<file path="src/rtl/instr_fetch.sv">
// Fetch stage: owns the program counter, addresses the program ROM directly,
// and registers the returned instruction (with its address) toward decode
// over a valid/ready handshake. Handles start, stall, jump/flush and
// end-of-program, and latches a sticky fault on an out-of-range jump.
module instr_fetch #(
  parameter logic [15:0] RESET_ADDR = 16'd0,
  parameter logic [15:0] PROG_LEN   = 16'd11
) (
  input  logic        i_clk,
  input  logic        i_rst_n,
  input  logic        i_run,
  output logic [15:0] o_rom_addr,
  input  logic [17:0] i_rom_instr,
  output logic [17:0] o_instr,
  output logic [15:0] o_pc,
  output logic        o_valid,
  input  logic        i_ready,
  input  logic        i_jump,
  input  logic [15:0] i_jump_addr,
  output logic        o_done,
  output logic        o_fault
);

  typedef enum logic [1:0] {
    ST_IDLE = 2'd0,
    ST_RUN  = 2'd1,
    ST_DONE = 2'd2
  } state_e;

  state_e      state_q;
  logic [15:0] pc_q;
  logic [17:0] instr_q;
  logic [15:0] opc_q;
  logic        valid_q;
  logic        fault_q;

  logic        slot_free;
  logic        fire;
  logic        jump_ok;
  logic        at_last;
  logic [15:0] pc_d;

  // Handshake terms and the sequential pc successor (16-bit wrap is natural).
  assign slot_free = !valid_q || i_ready;
  assign fire      = valid_q && i_ready;
  assign jump_ok   = (i_jump_addr < PROG_LEN);
  assign at_last   = (pc_q == PROG_LEN - 16'd1);
  assign pc_d      = pc_q + 16'd1;

  assign o_rom_addr = pc_q;
  assign o_instr    = instr_q;
  assign o_pc       = opc_q;
  assign o_valid    = valid_q;
  assign o_done     = (state_q == ST_DONE);
  assign o_fault    = fault_q;

  // Fetch FSM: pc, output register, valid flag and sticky fault.
  // NOTE: every register here is assigned with <= so all updates in a cycle
  // see the pre-edge values; mixing = into this block would create order
  // dependent behaviour between pc_q and the captured opc_q.
  always_ff @(posedge i_clk or negedge i_rst_n) begin
    if (!i_rst_n) begin
      state_q <= ST_IDLE;
      pc_q    <= RESET_ADDR;
      instr_q <= 18'd0;
      opc_q   <= 16'd0;
      valid_q <= 1'b0;
      fault_q <= 1'b0;
    end else begin
      case (state_q)
        ST_IDLE: begin
          // A jump while idle only repositions the start address; an
          // out-of-range target is ignored so it can never be fetched.
          if (i_jump && jump_ok) pc_q <= i_jump_addr;
          if (fire) valid_q <= 1'b0;
          if (i_run) state_q <= ST_RUN;
        end

        ST_RUN: begin
          if (i_jump) begin
            // Flush wins over both the handshake and a new fetch.
            valid_q <= 1'b0;
            if (jump_ok) begin
              pc_q <= i_jump_addr;
            end else begin
              fault_q <= 1'b1;
              state_q <= ST_DONE;
            end
          end else if (slot_free) begin
            instr_q <= i_rom_instr;
            opc_q   <= pc_q;
            valid_q <= 1'b1;
            if (at_last) state_q <= ST_DONE;
            else         pc_q    <= pc_d;
          end
        end

        ST_DONE: begin
          if (i_jump) begin
            valid_q <= 1'b0;
            if (jump_ok) begin
              pc_q    <= i_jump_addr;
              state_q <= ST_RUN;
            end else begin
              fault_q <= 1'b1;
            end
          end else if (fire) begin
            // Last instruction drains; nothing new is fetched.
            valid_q <= 1'b0;
          end
        end

        default: state_q <= ST_IDLE;
      endcase
    end
  end

endmodule

</file>
<file path="config.mk">
export PLATFORM = sky130hd
export DESIGN_NAME = instr_fetch
export DESIGN_NICKNAME = d
export VERILOG_FILES = /design/src/rtl/instr_fetch.sv
export SDC_FILE = /design/constraint.sdc
export NUM_CORES = 1
export LEC_CHECK = 0
export ABC_AREA = 0
export CAP_MARGIN = 10
export CORE_AREA = 8 8 92 94
export CTS_CLUSTER_SIZE = 14
export DETAILED_ROUTE_END_ITERATION = 16
export DIE_AREA = 0 0 100 102
export PLACE_DENSITY = 0.76
export SYNTH_ARGS = -nofsm -noshare
export SYNTH_HDL_FRONTEND = slang
export SYNTH_SLANG_ARGS = --single-unit
</file>
<file path="constraint.sdc">
create_clock -name i_clk -period 2.4 [get_ports i_clk]
set_clock_uncertainty 0.05 [all_clocks]
set_input_delay 0.24 -clock i_clk [delete_from_list [all_inputs] [get_ports i_clk]]
set_output_delay 0.24 -clock i_clk [all_outputs]
set_load 0.005 [all_outputs]
</file>
==> results of run 1 <==
==> per-stage QoR <==
step                setup slack (ns)  utilization, %  power [uW]  area [sq um]
floorplan                      0.451               -        3410          3040
global placement               0.157            59.6        4940          4210
detailed placement            0.0537            59.6        5030          4210
CTS                            0.136            60.9        5570          4300
global route                  0.0109            61.4        5980          4330
finish                         0.155            61.4        5600          4330
==> routing by layer <==
layer / global-route usage, % / share of wire [%] / vias to the layer above
met3: 4.84 / 8.4 / 23
li1: - / - / 1270
met4: 7.33 / 2.2 / 0
met1: 21.8 / 42 / 1353
met2: 30.5 / 47 / 139
met5: 0 / 0 / -
==> sequential cells by signal, indices dropped and copies added, names as in the netlist <==
name	count
o_fault	1
o_instr	18
o_pc	16
o_rom_addr	16
o_valid	1
state_q	2
==> area by class of cell <==
| type | count | area [sq um] |
|---|---|---|
| Tap cell | 99 | 124 |
| Clock buffer | 5 | 68.8 |
| Multi-Input combinational cell | 197 | 1570 |
| Inverter | 9 | 33.8 |
| Fill cell | 588 | 2730 |
| Clock inverter | 3 | 23.8 |
| Timing Repair Buffer | 125 | 1160 |
| Sequential cell | 54 | 1350 |
==> kinds of logic (layout without fill, tap and decap cells) <==
logic type,Yosys count,after routing
adders and majority gates,6,6
DFF,54,54
buffers and inverters,27,142
AOI/OAI and AO/OA,65,65
and+or+nand+nor,83,83
muxes,36,36
xor gates and xnor gates,7,7
==> how the worst max path moves through the flow <==
stage / to / slack, ns / cells past startpoint
after floorplan: o_rom_addr[15] / 0.45 / 8
after global placement: o_rom_addr[15] / 0.16 / 7
after detailed placement: o_rom_addr[12] / 0.05 / 6
after CTS: o_rom_addr[14] / 0.14 / 8
after global routing: o_rom_addr[14] / 0.01 / 8
final: state_q[0] / 0.16 / 7
==> power by group through the flow <==
stage               sequential [uW]  combinational (uW)  clock, uW
global placement               1680                3260          0
CTS                            1680                3340        547
global route                   1740                3660        584
floorplan                      1670                1740          0
detailed placement             1700                3330          0
finish                         1680                3390        530
==> repair_timing <==
| action | CTS | global route |
|---|---|---|
| setup endpoints to repair | 0 | 3 |
| resized for setup | 0 | 3 |
| setup buffers | 0 | 1 |
==> cells in the final DEF, fill, tap and decap left out, types with 3 or more instances in the layout <==
| cell | synthesis | routed |
|---|---|---|
| a21oi_1 | 9 | 9 |
| nor3b_1 | 3 | 3 |
| inv_1 | 7 | 7 |
| nor4_1 | 5 | 5 |
| clkbuf_8 | 0 | 5 |
| nor2_1 | 9 | 9 |
| o221ai_1 | 5 | 5 |
| dfrtp_1 | 54 | 54 |
| nor2b_1 | 5 | 5 |
| clkdlybuf4s50_1 | 0 | 90 |
| nand2b_1 | 3 | 3 |
| nand3_1 | 12 | 12 |
| o21ai_0 | 11 | 11 |
| buf_4 | 3 | 33 |
| a2bb2oi_1 | 4 | 4 |
| a31oi_1 | 5 | 5 |
| a22o_1 | 3 | 3 |
| xor2_1 | 3 | 3 |
| nand4_1 | 5 | 5 |
| nand2_1 | 20 | 20 |
| nor3_1 | 6 | 6 |
| o2bb2ai_1 | 5 | 5 |
| mux2_2 | 33 | 33 |
| ha_1 | 6 | 6 |
| xnor2_1 | 4 | 4 |
| o31ai_1 | 5 | 5 |
==> worst max-delay path, cell delays in order (launching register included) <==
cell and delay, ns:
dfrtp_1 0.46, inv_1 0.13, ha_1 0.18, nor4b_4 0.32, a41oi_2 0.22, o32ai_4 0.34, o211ai_2 0.14, mux2_4 0.31
==> flow_summary.yaml, run 1 <==
status:
  outcome: "finished, violations left"
  violations: "negative hold slack"
clock_network:
  ctsHtreeMaxLevel: 2
  clk_latency_ns: 0.31
  cts-buffers-inserted: 5
  cts_root_buf: "clkbuf_8"
  cts.sinks: 54
  cts_tree: "yes"
  clock_path_buffers: 2
  clk_pin_slew_ns: 0.10
  cts_hold_buf: 0
timing:
  max_freq_mhz: 446
  hold_slack_ns: -0.0147
  final_max_slew_viol_count: 0
  rsz0062_at_grt: "no"
  fin_setup_tns_ns: 0
  timing.final.hold_violations: 7
  relSlewSlack_pct: 53.8
  period_minus_slack_ns: 2.24
  worst_pin_slew_ns: 0.693
  post-route-period-util_pct: 93.5
  finalSetupViolations: 0
detailed_routing:
  antenna_left: 0
  dr.pass1.iters: 5
  vias: 2785
  drc: 0
  drt_wl_total_um: 9230
  wl_per_cell_um: 18.8
  dr.first_iter.drc_count: 269
  via_per_inst: 5.66
logic_synthesis:
  synthAdderAreaFrac_pct: 2.47
  muxShareOfSynthArea_pct: 13.4
  synthArstFlopShare_pct: 100
  yosys.area_share.simple_pct: 16.8
  synth_top_area_share_pct: 44.5
  yosys_warnings: 0
  yosys.area.top_type: "dfrtp_1"
  synth_top_flop_cell: "dfrtp_1"
  synth_compound_area_share_pct: 16.3
  syn_inst: 278
  yosys.cell_count.top_type: "dfrtp_1"
  synth_seq_area_share_pct: 44.5
  synth_area_leaders: "dfrtp_1, mux2_2, ha_1"
  synth-edff-count: 0
  synth_cell_types: 53
  syn_area_sq_um: 3040
  avgSynthCellArea_sq_um: 10.9
  synth_top_family_by_area: "simple AND/OR/NAND/NOR gates"
  ys_top_cells_by_count: "dfrtp_1, mux2_2, nand2_1"
  synth_xor_area_share_pct: 2.02
  synth_seq_cells: 54
  synth_fp_nets: 323
setup_path:
  r2r_end: "state_q[0]"
  worstSetupStartpoint: "o_rom_addr[0]"
  r2r-start: "o_rom_addr[0]"
  arrival_ns: 2.40
  worst_setup_path_end_kind: "flop"
  criticalPathCategory: "flop to flop"
  required_ns: 2.56
  rrSetupSlack_ns: 0.16
  worstSetupStartpointType: "flop"
  r2r_cells: 7
  crit_fanout: 6
power_and_ir_drop:
  internal_power_uw: 3380
  comb_power_share_pct: 60.5
  p_leak_uw: 0.00178
  netSwitchingFraction_pct: 39.7
  ir_drop_mv: 0.766
  cellPowerDensity_nw_per_um2: 1290
  clockPowerShare_pct: 9.5
  p_seq_share_pct: 30.1
  p_sw_uw: 2220
finish:
  stdcell_count: 492
  nNetsFinal: 437
  diodes: 0
  syn_to_final_growth_pct: 42.6
  drive_gt1_share_pct: 23.4
floorplanning:
  dieArea_sq_um: 10200
  start_util_pct: 43.0
  die_w_um: 100
  row_count: 31
  core_sq_um: 7060
  chipHeight_um: 102
  num_io_pins: 92
hold_path:
  hold_path.class: "input port to async pin"
job:
  cap_violations: 0
placed_design:
  gp_congestion: 0.953
  dp.cells: 483
  hpwl_um: 7000
  port_buffers: 91
global_routing:
  grt_util_all_layers_pct: 18.2
  grt_max_degree: 55
  first_global_vias: 2856
  grt_pass1_wl_um: 14800
  antenna_found_initial: 0
  gr-total-overflow: 0
Power figures use the tool's default switching activity.
==> run 2, diff against run 1 <==
--- a/config.mk
+++ b/config.mk
@@ -5,12 +5,12 @@
 export SDC_FILE = /design/constraint.sdc
 export NUM_CORES = 1
 export LEC_CHECK = 0
-export ABC_AREA = 0
+export ABC_AREA = 1
 export CAP_MARGIN = 10
-export CORE_AREA = 8 8 92 94
+export CORE_AREA = 8 8 94 96
 export CTS_CLUSTER_SIZE = 14
 export DETAILED_ROUTE_END_ITERATION = 16
-export DIE_AREA = 0 0 100 102
+export DIE_AREA = 0 0 102 104
 export PLACE_DENSITY = 0.76
 export SYNTH_ARGS = -nofsm -noshare
 export SYNTH_HDL_FRONTEND = slang
==> run 2 against run 1 <==
  * The run now ends clean
  * Global-route usage down 0.40 points
  * Routed wire length up 0.92%
  * First-iteration DRC count down 25%
  * Clock power up 21%
  * Critical path depth down 4
  * Final area up 1.7%
  * Clock-buffer cell count unchanged
  * Hold slack better by 0.37 ns
  * Combinational power down 4%
  * Sequential share of layout area down 0.51 points
  * Fmax up 12%
  * Power up 1.2%
  * Largest cell class unchanged
  * Highest routed layer unchanged
==> flow_summary.yaml, run 2 <==
hold_path:
  hold_path.class: "input port to async pin"
setup_path:
  required_ns: 2.11
  rrSetupSlack_ns: 0.45
  criticalPathCategory: "flop to output pin"
  arrival_ns: 1.71
  crit_fanout: 6
  worst_setup_path_end_kind: "output pin"
  worstSetupStartpointType: "flop"
timing:
  relSlewSlack_pct: 68.4
  fin_setup_tns_ns: 0
  post-route-period-util_pct: 83.4
  final_max_slew_viol_count: 0
  timing.final.hold_violations: 0
  period_minus_slack_ns: 2.00
  worst_pin_slew_ns: 0.474
  rsz0062_at_grt: "no"
  max_freq_mhz: 499
  finalSetupViolations: 0
logic_synthesis:
  syn_area_sq_um: 3240
  synth_seq_cells: 54
  synth_seq_area_share_pct: 41.8
  synthArstFlopShare_pct: 100
  synth_top_flop_cell: "dfrtp_1"
  ys_top_cells_by_count: "nand2_1, dfrtp_1, nor2_1"
  synth-edff-count: 0
  synth_fp_nets: 476
  avgSynthCellArea_sq_um: 7.51
  synth_top_area_share_pct: 41.8
  synth_cell_types: 29
  yosys.cell_count.top_type: "nand2_1"
  syn_inst: 431
  synth_area_leaders: "dfrtp_1, nand2_1, nand3_1"
  yosys.area.top_type: "dfrtp_1"
  yosys_warnings: 0
floorplanning:
  dieArea_sq_um: 10600
  num_io_pins: 92
  start_util_pct: 43.4
  row_count: 32
  core_sq_um: 7450
  die_w_um: 102
  chipHeight_um: 104
detailed_routing:
  vias: 3192
  via_per_inst: 5.10
  antenna_left: 0
  dr.first_iter.drc_count: 201
  drc: 0
  dr.pass1.iters: 5
  drt_wl_total_um: 9310
  wl_per_cell_um: 14.9
global_routing:
  gr-total-overflow: 0
  antenna_found_initial: 0
  grt_util_all_layers_pct: 17.8
  grt_pass1_wl_um: 15400
  first_global_vias: 3097
  grt_max_degree: 49
finish:
  syn_to_final_growth_pct: 36.1
  fin_util_pct: 59.1
  largest_reg_flops: 18
  final_common_cell: "nand2_1"
  drive_gt1_share_pct: 10.1
  fillers: 709
  nNetsFinal: 568
  diodes: 0
  mostFrequentLayoutCells: "nand2_1, clkdlybuf4s50_1, dfrtp_1"
clock_network:
  cts_root_buf: "clkbuf_8"
  cts_resized: 0
  clk_pin_slew_ns: 0.10
  cts_hold_buf: 1
  cts-buffers-inserted: 5
  clk_latency_ns: 0.31
  post-cts-setup-buffers: 0
  cts.sinks: 54
  clock_path_buffers: 2
  cts_tree: "yes"
  ctsHtreeMaxLevel: 2
job:
  cap_violations: 0
placed_design:
  hpwl_um: 7200
  port_buffers: 91
  gp_congestion: 0.884
power_and_ir_drop:
  p_leak_uw: 0.00201
  cellPowerDensity_nw_per_um2: 1290
  ir_drop_mv: 0.648
status:
  outcome: "finished, final reports clean"
run 2: cell types whose count changed after synthesis, moves of 10 or more:
cell,before,now
nor2_2,0,14
mux2_1,0,20
inv_1,7,30
nand2_1,20,134
nor2_1,9,49
o21ai_1,0,18
nand3_1,12,48
mux2_2,33,0
o21ai_0,11,1
run 2: path summary, 6_finish.rpt:
kind                       cells after the start             to       start
setup / recovery                               3         o_done  state_q[0]
hold / removal                                 2    o_instr[12]     i_rst_n
max in group asynchronous                      3        o_pc[3]     i_rst_n
min in group i_clk                             1        o_fault     o_fault
setup reg to reg                              14  o_rom_addr[7]  state_q[1]
hold reg to reg                                1        o_fault     o_fault
run 2: kinds of logic after synthesis:
| group | synth area share (%) |
|---|---|
| XOR/XNOR | 0.271 |
| AO/OA/AOI/OAI | 5.65 |
| AND/OR/NAND/NOR | 35.8 |
| buffers and inverters | 7.19 |
| adder cells (fa/ha/maj) | 2.32 |
| multiplexers | 6.96 |
| flip-flops | 41.8 |
run 2: area by class of cell:
cell class                      instances  area [sq um]  share of cell area, %
Tap cell                              102           128                   2.90
Inverter                               36           135                   3.07
Clock inverter                          3          47.5                   1.08
Sequential cell                        54          1350                   30.7
Multi-Input combinational cell        323          1660                   37.8
Clock buffer                            5          68.8                   1.56
Timing Repair Buffer                  103          1010                   23.0
run 2: power by group:
group | total (uW) | internal [uW] | leakage (uW) | switching [uW]
sequential | 1780 | 1350 | 0.000661 | 432
clock | 640 | 317 | 0.0000587 | 323
combinational | 3240 | 1570 | 0.00129 | 1670
run 2: routing by layer:
metal	GRT usage, %	wire, um	vias up
met3	3.68	681	10
met4	4.09	96	0
met1	23.4	4190	1502
met5	0	0	-
met2	28.8	4340	119
li1	-	-	1561
run 2: critical path, stage by stage (launching register included):
cell,delay (ns)
dfrtp_1,0.43
inv_1,0.10
ha_1,0.31
clkdlybuf4s50_1,0.56
run 2: per-stage QoR:
stage                     std cells  cell area [sq um]  setup slack [ns]  power (uW)  hold WS (ns)
after floorplan                 431               3240             0.709        3590        -0.106
after global placement          617               4280             0.370        4950         0.168
after detailed placement        617               4280             0.287        5050         0.176
after CTS                       626               4400             0.398        5700         0.371
after global routing            626               4400             0.244        6180         0.401
final                           626               4400             0.397        5660         0.358
